### src/rtl/select_starvation_guard.sv
// rtl/select_starvation_guard.sv - per-entry wait tracking that narrows picker requests to a starved victim
module select_starvation_guard #(
   parameter int ENTRY_NUM = 16,
   parameter int CNT_WIDTH = 4,
   parameter int THRESHOLD = 12,
   parameter int COOLDOWN  = 4
) (
   input  logic                         clk,
   input  logic                         rstN,
   input  logic                         flush,
   input  logic [ENTRY_NUM-1:0]         request,
   input  logic [ENTRY_NUM-1:0]         grant,
   input  logic [ENTRY_NUM-1:0]         allocate,
   input  logic [ENTRY_NUM-1:0]         releaseEntry,   // "release" is a reserved word
   output logic [ENTRY_NUM-1:0]         maskedRequest,
   output logic                         boostActive,
   output logic [$clog2(ENTRY_NUM)-1:0] boostPtr,
   output logic [15:0]                  starveEvents
);
   localparam int PTR_W = $clog2(ENTRY_NUM);
   localparam int CW    = $clog2(COOLDOWN + 1);
   localparam logic [CNT_WIDTH-1:0] CNT_MAX = '1;
   localparam logic [CNT_WIDTH-1:0] THR     = CNT_WIDTH'(THRESHOLD);

   typedef enum logic [1:0] {ST_IDLE, ST_BOOST, ST_COOL} state_t;

   state_t               state_q, state_d;
   logic [CNT_WIDTH-1:0] cnt_q [ENTRY_NUM];
   logic [CNT_WIDTH-1:0] cnt_d [ENTRY_NUM];
   logic [PTR_W-1:0]     ptr_q, ptr_d;
   logic [CW-1:0]        cool_q, cool_d;
   logic [15:0]          events_q, events_d;
   logic [ENTRY_NUM-1:0] starving;
   logic [PTR_W-1:0]     victim;

   always_comb begin
      for (int i = 0; i < ENTRY_NUM; i++) begin
         cnt_d[i] = cnt_q[i];
         if (flush || allocate[i] || releaseEntry[i] || grant[i])
            cnt_d[i] = '0;
         else if (request[i] && cnt_q[i] != CNT_MAX)
            cnt_d[i] = cnt_q[i] + CNT_WIDTH'(1);
      end
   end

   // Descending scan so the lowest starving index is the one left in victim.
   always_comb begin
      starving = '0;
      victim   = '0;
      for (int i = ENTRY_NUM - 1; i >= 0; i--) begin
         if (cnt_q[i] >= THR) begin
            starving[i] = 1'b1;
            victim      = PTR_W'(i);
         end
      end
   end

   always_comb begin
      state_d  = state_q;
      ptr_d    = ptr_q;
      cool_d   = cool_q;
      events_d = events_q;
      if (flush) begin
         state_d = ST_IDLE;
         cool_d  = '0;
      end else begin
         case (state_q)
            ST_IDLE: begin
               if (|starving) begin
                  state_d = ST_BOOST;
                  ptr_d   = victim;
                  if (events_q != 16'hFFFF) events_d = events_q + 16'd1;
               end
            end
            ST_BOOST: begin
               if (grant[ptr_q]) begin
                  state_d = ST_COOL;
                  cool_d  = CW'(COOLDOWN - 1);
               end else if (releaseEntry[ptr_q] || allocate[ptr_q]) begin
                  state_d = ST_IDLE;
               end
            end
            ST_COOL: begin
               if (cool_q == '0) state_d = ST_IDLE;
               else              cool_d  = cool_q - CW'(1);
            end
            default: state_d = ST_IDLE;
         endcase
      end
   end

   always_ff @(posedge clk or negedge rstN) begin
      if (!rstN) begin
         state_q  <= ST_IDLE;
         ptr_q    <= '0;
         cool_q   <= '0;
         events_q <= '0;
         for (int i = 0; i < ENTRY_NUM; i++) cnt_q[i] <= '0;
      end else begin
         state_q  <= state_d;
         ptr_q    <= ptr_d;
         cool_q   <= cool_d;
         events_q <= events_d;
         for (int i = 0; i < ENTRY_NUM; i++) cnt_q[i] <= cnt_d[i];
      end
   end

   // A victim waiting on operands does not block other ready entries.
   always_comb begin
      maskedRequest = request;
      if (state_q == ST_BOOST && request[ptr_q]) begin
         maskedRequest         = '0;
         maskedRequest[ptr_q]  = 1'b1;
      end
   end

   assign boostActive  = (state_q == ST_BOOST);
   assign boostPtr     = ptr_q;
   assign starveEvents = events_q;

   a_subset: assert property (@(posedge clk) disable iff (!rstN)
      (maskedRequest & ~request) == '0);

endmodule

### config.mk
export PLATFORM = sky130hd
export DESIGN_NAME = select_starvation_guard
export DESIGN_NICKNAME = d
export VERILOG_FILES = /design/src/rtl/select_starvation_guard.sv
export SDC_FILE = /design/constraint.sdc
export NUM_CORES = 1
export LEC_CHECK = 0
export BUFFER_PORTS_ARGS = -buffer_cell sky130_fd_sc_hd__buf_2
export CORE_MARGIN = 2
export CORE_UTILIZATION = 45
export DETAILED_ROUTE_END_ITERATION = 10
export PLACE_DENSITY = 0.75
export SLEW_MARGIN = 0
export SYNTH_ARGS = -nofsm -noshare
export SYNTH_HDL_FRONTEND = slang
export SYNTH_SLANG_ARGS = --single-unit
### constraint.sdc
create_clock -name clk -period 2 [get_ports clk]
set_input_delay 0.1 -clock clk [delete_from_list [all_inputs] [get_ports clk]]
set_output_delay 0.1 -clock clk [all_outputs]
set_load 0.03 [all_outputs]
# ---- Word level (Yosys, flattened, before mapping)
# Index checks and enable logic that the tools add are counted.
dict set report classes {
  addsub 18
  mul 0
  div_mod_pow 0
  n_lt_le_gt_ge 18
  n_eq_ne 24
  n_shift 0
  muxes 85
  bitwise 1
  n_reduce_logical 91
}
# op count
set op_table {}
lappend op_table {{two-way mux 4 bit} 48}
lappend op_table {{adder 4 x 1 -> 4 bit (second input constant)} 16}
lappend op_table {{>= comparator 4 bit (second input constant)} 16}
lappend op_table {{!= test 4 bit (second input constant)} 16}
lappend op_table {{logical OR 1 bit} 49}
lappend op_table {{nonzero test 2 bit} 16}
lappend op_table {{two-way mux 1 bit} 21}
lappend op_table {{logical AND 1 bit} 18}
lappend op_table {{adder 16 x 1 -> 16 bit (second input constant)} 1}
lappend op_table {{binary-select mux 1 bit (select 4 bit)} 4}
lappend op_table {{two-way mux 16 bit} 1}
lappend op_table {{!= test 16 bit (second input constant)} 1}
lappend op_table {{OR reduction 16 bit} 1}
lappend op_table {{two-way mux 2 bit} 5}
lappend op_table {{two-way mux 3 bit} 3}
lappend op_table {{!= test 3 bit (second input constant)} 3}
lappend op_table {{AND reduction 3 bit} 3}
lappend op_table {{case mux 2 bit (3 select lines)} 1}
lappend op_table {{case mux 3 bit (2 select lines)} 1}
lappend op_table {{< comparator 4 x 5 -> 1 bit (second input constant)} 1}
lappend op_table {{demux 1 bit (select 4 bit)} 1}
lappend op_table {{>= comparator 4 x 1 -> 1 bit (second input constant)} 1}
lappend op_table {{!= test 4 x 2 -> 1 bit (second input constant)} 1}
lappend op_table {{AND reduction 4 bit} 1}
lappend op_table {{8 further kinds} 8}
dict set report totals {
  regBits 89
  latchBits 0
  ramBits 0
  romBits 0
  output_inout_bits 37
  mem_count 0
}

# ---- Longest topological paths before layout
# Gate-level depths: netlist (run 1).
dict set report logic_depth {
  ltp_word 17
  depth_mapped 7
}

# ---- Worst setup path before layout (run 1)
# OpenSTA, ideal clock, no wires.
dict set report synth_path {
  path_type {register to output}
  from {reg ptr_q[0] (netlist: boostPtr[0])}
  to {out maskedRequest[10]}
  arrival_time_ns 2.132
  setup_slack_ns -0.232
  stages_incl_launch_ff 8
  path_cell_list {dfrtp_1 -> buf_6 -> mux4_1 -> mux2_2 -> nand2_2 -> a21oi_4 -> buf_8 -> mux2_4}
}
dict set report synth_via {
  elab_chain_len 5
  elab_cells_between_ends 9
  cone_classes {order compare: 2; mux: 5; reduce/logical: 2}
}
# element line_no
set synth_lines {}
lappend synth_lines {{start: declaration} 30} ;# logic [PTR_W-1:0] ptr_q, ptr_d;
lappend synth_lines {{start signal: assignment} 101} ;# ptr_q <= ptr_d;
lappend synth_lines {{< comparator 4 x 5 -> 1 bit (not written as such) / >= comparator 4 x 1 -> 1 bit (equally long branches)} 113} ;# maskedRequest[ptr_q] = 1'b1;
lappend synth_lines {{logical AND 1 bit (not written as such)} 113}
lappend synth_lines {{two-way mux 1 bit (not written as such)} 113}
lappend synth_lines {{demux 1 bit (select 4 bit)} 113}
lappend synth_lines {{two-way mux 16 bit *} 111} ;# if (state_q == ST_BOOST && request[ptr_q]) begin
lappend synth_lines {{end: declaration} 15} ;# output logic [ENTRY_NUM-1:0] maskedRequest,
# Every way passes the cells marked *; elsewhere a longest branch is shown, timed or not. The select of a mux whose other input is x is not followed.

# ---- Worst setup path in the final report (run 1)
dict set report layout_path {
  from {reg ptr_q[0] (netlist: boostPtr[0])}
  to {out maskedRequest[9]}
}
# Same word-level chain as after synthesis.

==> results of run 1 <==
-- cells by family (layout without fill, tap and decap cells) --
family                   after synthesis  after routing  synth area share, %
adder cells (fa/ha/maj)               19             19                 4.43
AND/OR/NAND/NOR                      296            296                 25.6
buffers and inverters                 20            168                 1.84
AO/OA/AOI/OAI                         65             65                 7.98
multiplexers                          31             31                 8.49
flip-flops                            89             89                 41.5
XOR/XNOR                              62             62                 10.1
-- routing by layer --
| layer | up-vias | track usage (%) |
|---|---|---|
| li1 | 2354 | - |
| met1 | 2458 | 33.4 |
| met2 | 203 | 42.3 |
| met3 | 44 | 4.39 |
| met4 | 0 | 11.0 |
| met5 | - | 0 |
-- worst max-delay path: stages, from the launching register on --
cell	delay, ns
dfrtp_2	0.43
mux4_2	0.54
mux2_4	0.30
nand2_4	0.07
a21oi_4	0.10
buf_12	0.16
mux2_4	0.30
buf_6	0.14
-- registers in the layout, indices dropped and copies added, names as in the netlist --
| signal | flops |
|---|---|
| cnt_q | 64 |
| starveEvents | 16 |
| boostPtr | 4 |
| cool_q | 3 |
| state_q | 2 |
-- layout by cell type (no fill, tap or decap), types with 3 or more instances in the layout --
| cell type | netlist | final |
|---|---|---|
| nor2_1 | 98 | 98 |
| dfrtp_1 | 89 | 86 |
| buf_2 | 4 | 86 |
| nand3_1 | 73 | 73 |
| nand2_1 | 61 | 61 |
| xor2_1 | 45 | 45 |
| buf_4 | 0 | 37 |
| a21oi_1 | 28 | 28 |
| nor3_1 | 21 | 21 |
| ha_1 | 19 | 19 |
| buf_6 | 1 | 19 |
| xnor2_1 | 17 | 17 |
| mux2_4 | 10 | 12 |
| a22oi_1 | 9 | 9 |
| or4_1 | 9 | 9 |
| o21ai_0 | 9 | 9 |
| clkbuf_16 | 0 | 9 |
| mux2_2 | 10 | 8 |
| nand2b_1 | 7 | 7 |
| inv_1 | 7 | 7 |
| nand4_1 | 7 | 7 |
| mux4_2 | 4 | 6 |
| mux2i_1 | 5 | 5 |
| a211o_1 | 4 | 4 |
| nor4_1 | 4 | 3 |
| nor3b_1 | 3 | 3 |
| dfrtp_2 | 0 | 3 |
| buf_12 | 0 | 3 |
-- report_power, final --
| group | internal, mW | switching, mW | total [mW] |
|---|---|---|---|
| logic | 0.211 | 0.293 | 0.504 |
| clock network | 1.03 | 0.676 | 1.70 |
| registers | 1.82 | 0.0268 | 1.85 |
| total | 3.05 | 0.996 | 4.05 |
-- metrics by stage --
| step | hold WS (ns) | total power, mW |
|---|---|---|
| 2_1_floorplan | -0.196 | 2.09 |
| 3_3_place_gp | 0.0521 | 2.33 |
| 3_5_place_dp | 0.0501 | 2.34 |
| 4_1_cts | 0.0764 | 4.06 |
| 5_1_grt | 0.0942 | 4.18 |
| 6_report | 0.0721 | 4.05 |
-- Yosys cell counts, types with 2 or more instances --
master	n	area (µm²)
a2111oi_0	2	17.5
a211o_1	4	35.0
a21oi_1	28	140
a22oi_1	9	67.6
a32o_1	2	20.0
a41oi_1	2	17.5
and4_1	2	17.5
buf_2	4	20.0
clkbuf_1	6	22.5
dfrtp_1	89	2230
ha_1	19	238
inv_1	7	26.3
mux2_2	10	113
mux2_4	10	150
mux2i_1	5	50.1
mux4_1	2	52.6
mux4_2	4	90.1
nand2_1	61	229
nand2b_1	7	43.8
nand3_1	73	365
nand4_1	7	43.8
nand4b_1	2	17.5
nor2_1	98	368
nor2b_1	2	12.5
nor3_1	21	105
nor3b_1	3	22.5
nor4_1	4	25.0
o21ai_0	9	45.0
o31a_1	2	17.5
or3_1	2	12.5
or4_1	9	67.6
xnor2_1	17	149
xor2_1	45	394
-- worst max path at each step --
stage          cells after the start                    start  slack (ns)           endpoint
3_5_place_dp                       7  boostPtr[0]$_DFFE_PN0P_       -0.12   maskedRequest[9]
6_report                           7  boostPtr[0]$_DFFE_PN0P_       -0.49   maskedRequest[9]
5_1_grt                            8  boostPtr[0]$_DFFE_PN0P_       -0.51   maskedRequest[5]
3_3_place_gp                       7  boostPtr[0]$_DFFE_PN0P_       -0.05   maskedRequest[9]
2_1_floorplan                      7  boostPtr[0]$_DFFE_PN0P_       -0.12  maskedRequest[10]
4_1_cts                            7  boostPtr[0]$_DFFE_PN0P_       -0.44   maskedRequest[9]
-- area by class of cell --
type / instances / area, µm²
Sequential cell: 89 / 2230
Timing Repair Buffer: 146 / 992
Inverter: 7 / 26.3
Clock inverter: 3 / 40.0
Tap cell: 143 / 179
Clock buffer: 12 / 256
Fill cell: 1002 / 4730
Multi-Input combinational cell: 473 / 3060
-- what timing repair did --
action | CTS | global route
gates resized for setup | 37 | 4
endpoints found under the setup margin | 16 | 22
hold buffers | 1 | 0
pin swaps | 3 | 1
endpoints found under the hold margin | 26 | 0
buffers inserted | 2 | 0
==> impl_metrics.py, run 1 <==
metrics = {
    "logic_synthesis": {
        "avgSynthCellArea_um2": 9.22,
        "synthCells": 582,
        "ys.warnings.count": 0,
        "synth_edf_count": 0,
        "ys_types": 48,
        "netlist_area_um2": 5370,
        "ys_seq_area_share_pct": 41.5,
        "synth-seq-cells": 89,
        "ys_async_sr_fraction_pct": 100,
        "synthesis.nets": 668,
        "synthFlopType": "dfrtp_1",
    },
    "layout": {
        "syn2layout_area_growth_pct": 26.5,
        "drive_above_1_share_pct": 26.8,
        "num_antenna_cells": 0,
        "final_nets": 812,
        "final_cells": 873,
        "fin_area_um2": 6790,
        "fin_util_pct": 58.9,
    },
    "worst_setup_path": {
        "worstPathArrival_ns": 2.39,
        "critPathKind": "flop to output pin",
        "rr_startpoint": "cnt_q[39]$_DFFE_PN0P_",
        "critPathMaxFanout": 8,
        "cp.required_ns": 1.90,
        "cp-end-kind": "output pin",
        "r2r_slack_ns": 0.10,
        "start_kind": "flop",
        "ff2ff_path_depth": 7,
        "r2r-end": "starveEvents[12]$_DFFE_PN0P_",
    },
    "routing": {
        "vias_per_cell": 5.79,
        "met1_length_um": 6590,
        "wl_met3_um": 944,
        "num_vias": 5059,
        "totalWireLength_um": 15800,
        "drt_pass1_iterations": 8,
        "drtIter0Drc": 338,
        "wl_per_cell_um": 18.1,
        "routed-wl-met2_um": 7700,
        "ant_nets": 0,
        "drc": 4,
        "top_layer_used": "met4",
    },
    "place": {
        "place_area_um2": 6330,
        "io_buffers": 103,
        "post-dp-hpwl_um": 12400,
        "dp_worst_setup_slack_ns": -0.121,
        "dp.cells": 855,
        "gp_congestion": 1.00,
    },
    "sta": {
        "clock-skew-final_ns": 0.00604,
        "hold_viol": 0,
        "setup_ws_ns": -0.492,
        "timing.setup.tns_ns": -7.71,
        "fin_crit_ns": 2.49,
        "setup_violations": 16,
        "tightest_slew_ns": 0.429,
        "final-max-slew-violation-count": 0,
        "max_freq_mhz": 401,
        "rsz0062_at_grt": "true",
        "period_share_pct": 125,
        "maxSlewHeadroom_pct": 70.7,
    },
    "min_path": {
        "whs_endpoint": "cnt_q[41]$_DFFE_PN0P_",
        "hold_start": "request[5]",
        "hold_class": "input pin to flop",
        "holdPathStages": 3,
    },
    "floorplan": {
        "io_pins": 104,
        "coreArea_um2": 11500,
        "rows": 39,
        "die_area_um2": 12800,
        "start_util_pct": 46.6,
        "dieHeight_um": 113,
        "die_w_um": 113,
    },
    "cts": {
        "cts_max_level": 3,
        "cts.sinks": 89,
        "insertion_delay_ns": 0.34,
        "cts_buffers": 9,
        "cts_root_buffer": "clkbuf_16",
        "clkTransAtPathRegs_ns": 0.06,
        "cts_max_path_buffers": 2,
        "tritoncts": "built",
    },
    "run_status": {
        "violations": "DRC, setup timing",
        "outcome": "finished, violations left",
    },
    "power": {
        "p_per_area_nw_per_um2": 597,
        "peakVddDrop_mv": 0.357,
        "p_leak_nw": 3.16,
    },
    "flow_run": {
        "maxCapViolations": 0,
    },
    "global_route": {
        "antenna_found_initial": 0,
        "grt_usage_pct": 25.6,
        "global_route.overflow_total": 0,
        "grt_pass1_vias": 5047,
        "grt_pass1_wl_um": 25700,
        "grt_max_degree": 44,
    },
}
Power figures use the tool's default switching activity.
==> run 2, diff against run 1 <==
- BUFFER_PORTS_ARGS: -buffer_cell sky130_fd_sc_hd__buf_2 -> -buffer_cell sky130_fd_sc_hd__buf_4
- TNS_END_PERCENT: unset -> 30
==> run 2 against run 1 <==
Combinational power grew 9.1%. The run still ends with DRC, setup timing left. Design area grew 3.7%. Highest routed layer unchanged. First-iteration DRC count grew 15%. Utilization grew 2.2 points. Cell count grew 0.23%. Register-to-register slack is essentially flat. Via count shrank 0.28%. Maximum frequency grew 0.88%.
==> impl_metrics.py, run 2 (synthesis gave the netlist of run 1 again) <==
metrics = {
    "run_status": {
        "outcome": "finished, violations left",
        "violations": "DRC, setup timing",
    },
    "min_path": {
        "whs_endpoint": "cnt_q[17]$_DFFE_PN0P_",
        "holdPathStages": 3,
        "hold_start": "request[11]",
        "hold_class": "input pin to flop",
    },
    "worst_setup_path": {
        "start_kind": "flop",
        "critPathKind": "flop to output pin",
        "r2r-end": "starveEvents[9]$_DFFE_PN0P_",
        "rr_startpoint": "state_q[0]$_DFFE_PN0P_",
        "cp.required_ns": 1.90,
        "ff2ff_path_depth": 4,
        "worstPathArrival_ns": 2.37,
        "critPathMaxFanout": 7,
        "r2r_slack_ns": 0.09,
        "cp-end-kind": "output pin",
    },
    "place": {
        "place_area_um2": 6580,
        "gp_congestion": 0.941,
        "post-dp-hpwl_um": 12200,
        "dp.cells": 857,
        "dp_worst_setup_slack_ns": -0.0855,
        "io_buffers": 103,
    },
    "sta": {
        "rsz0062_at_grt": "true",
        "setup_ws_ns": -0.471,
        "final-max-slew-violation-count": 0,
        "tightest_slew_ns": 0.566,
        "fin_crit_ns": 2.47,
        "max_freq_mhz": 405,
        "setup_violations": 16,
        "clock-skew-final_ns": 0.00857,
        "maxSlewHeadroom_pct": 62.2,
        "period_share_pct": 124,
        "hold_viol": 0,
        "fin_hold_ws_ns": 0.0491,
        "timing.setup.tns_ns": -7.18,
    },
    "layout": {
        "syn2layout_area_growth_pct": 31.2,
        "final_nets": 814,
        "drive_above_1_share_pct": 27.3,
        "fin_area_um2": 7040,
        "largest-register": "cnt_q",
        "fin_util_pct": 61.1,
        "final_common_cell": "buf_4",
        "num_antenna_cells": 0,
        "fill_cells": 975,
        "final_cells": 875,
        "largest_reg_flops": 64,
        "mostFrequentLayoutCells": "buf_4, nor2_1, dfrtp_1",
    },
    "power": {
        "p_per_area_nw_per_um2": 576,
        "peakVddDrop_mv": 0.302,
        "p_leak_nw": 3.24,
        "power_mw": 4.05,
    },
    "routing": {
        "wl_per_cell_um": 18.2,
        "ant_nets": 0,
        "drtIter0Drc": 390,
        "vias_per_cell": 5.77,
        "drt_pass1_iterations": 8,
        "totalWireLength_um": 15900,
        "num_vias": 5045,
        "drc": 4,
    },
    "cts": {
        "cts_root_buffer": "clkbuf_16",
        "cts_buffers": 9,
        "clkTransAtPathRegs_ns": 0.06,
        "cts_max_level": 3,
        "cts.sinks": 89,
        "insertion_delay_ns": 0.35,
        "tritoncts": "built",
        "cts_max_path_buffers": 2,
    },
    "floorplan": {
        "coreArea_um2": 11500,
        "io_pins": 104,
        "rows": 39,
        "start_util_pct": 46.6,
        "die_area_um2": 12800,
        "dieHeight_um": 113,
        "die_w_um": 113,
    },
    "global_route": {
        "grt_pass1_wl_um": 25300,
        "grt_pass1_vias": 5059,
        "global_route.overflow_total": 0,
        "grt_usage_pct": 25.2,
        "grt_max_degree": 42,
        "antenna_found_initial": 0,
    },
    "flow_run": {
        "maxCapViolations": 0,
    },
}
run 2: cell type report:
| cell class | instances | area (µm²) | share of cell area (%) |
|---|---|---|---|
| inverters | 7 | 26.3 | 0.373 |
| flip-flops and latches | 89 | 2230 | 31.7 |
| well taps | 143 | 179 | 2.54 |
| repair buffers | 148 | 1230 | 17.4 |
| clock buffers | 12 | 236 | 3.36 |
| multi-input cells | 473 | 3090 | 44.0 |
| clock inverters | 3 | 42.5 | 0.605 |
run 2: layer usage:
layer	routed length [µm]	part of all wire (%)	GRT usage [%]	up-vias
li1	-	-	-	2353
met1	6610	42	32.3	2472
met2	7860	49	41.5	178
met3	870	5.5	3.80	42
met4	578	3.6	13.2	0
met5	0	0	0	-
run 2: report_power, final:
group          leakage [nW]  switching (mW)  internal (mW)  total [mW]
Combinational          1.90           0.294          0.256       0.550
Sequential             1.21          0.0258           1.82        1.84
Clock                 0.133           0.698          0.961        1.66
Total                  3.24            1.02           3.03        4.05
run 2: worst max path at each step:
stage | cells past startpoint | startpoint | endpoint
after floorplan | 7 | boostPtr[0]$_DFFE_PN0P_ | maskedRequest[10]
after global placement | 7 | boostPtr[0]$_DFFE_PN0P_ | maskedRequest[14]
after detailed placement | 7 | boostPtr[0]$_DFFE_PN0P_ | maskedRequest[6]
after CTS | 7 | boostPtr[0]$_DFFE_PN0P_ | maskedRequest[6]
after global routing | 8 | boostPtr[1]$_DFFE_PN0P_ | maskedRequest[14]
final | 7 | boostPtr[0]$_DFFE_PN0P_ | maskedRequest[14]
run 2: timing repair:
item / in CTS / in global routing
endpoints found under the setup margin: 16 / 24
gates resized for setup: 17 / 17
buffers inserted: 0 / 1
hold buffers: 1 / 0
pin swaps: 0 / 4
cloned: 0 / 1
hold endpoints to repair: 39 / 0
run 2: critical path, cell delays in order, from the launching register on:
cell       delay (ns)
dfrtp_2          0.43
mux4_2           0.52
mux2_4           0.29
nand2_4          0.07
a21oi_4          0.08
clkbuf_16        0.18
mux2_4           0.30
buf_6            0.14
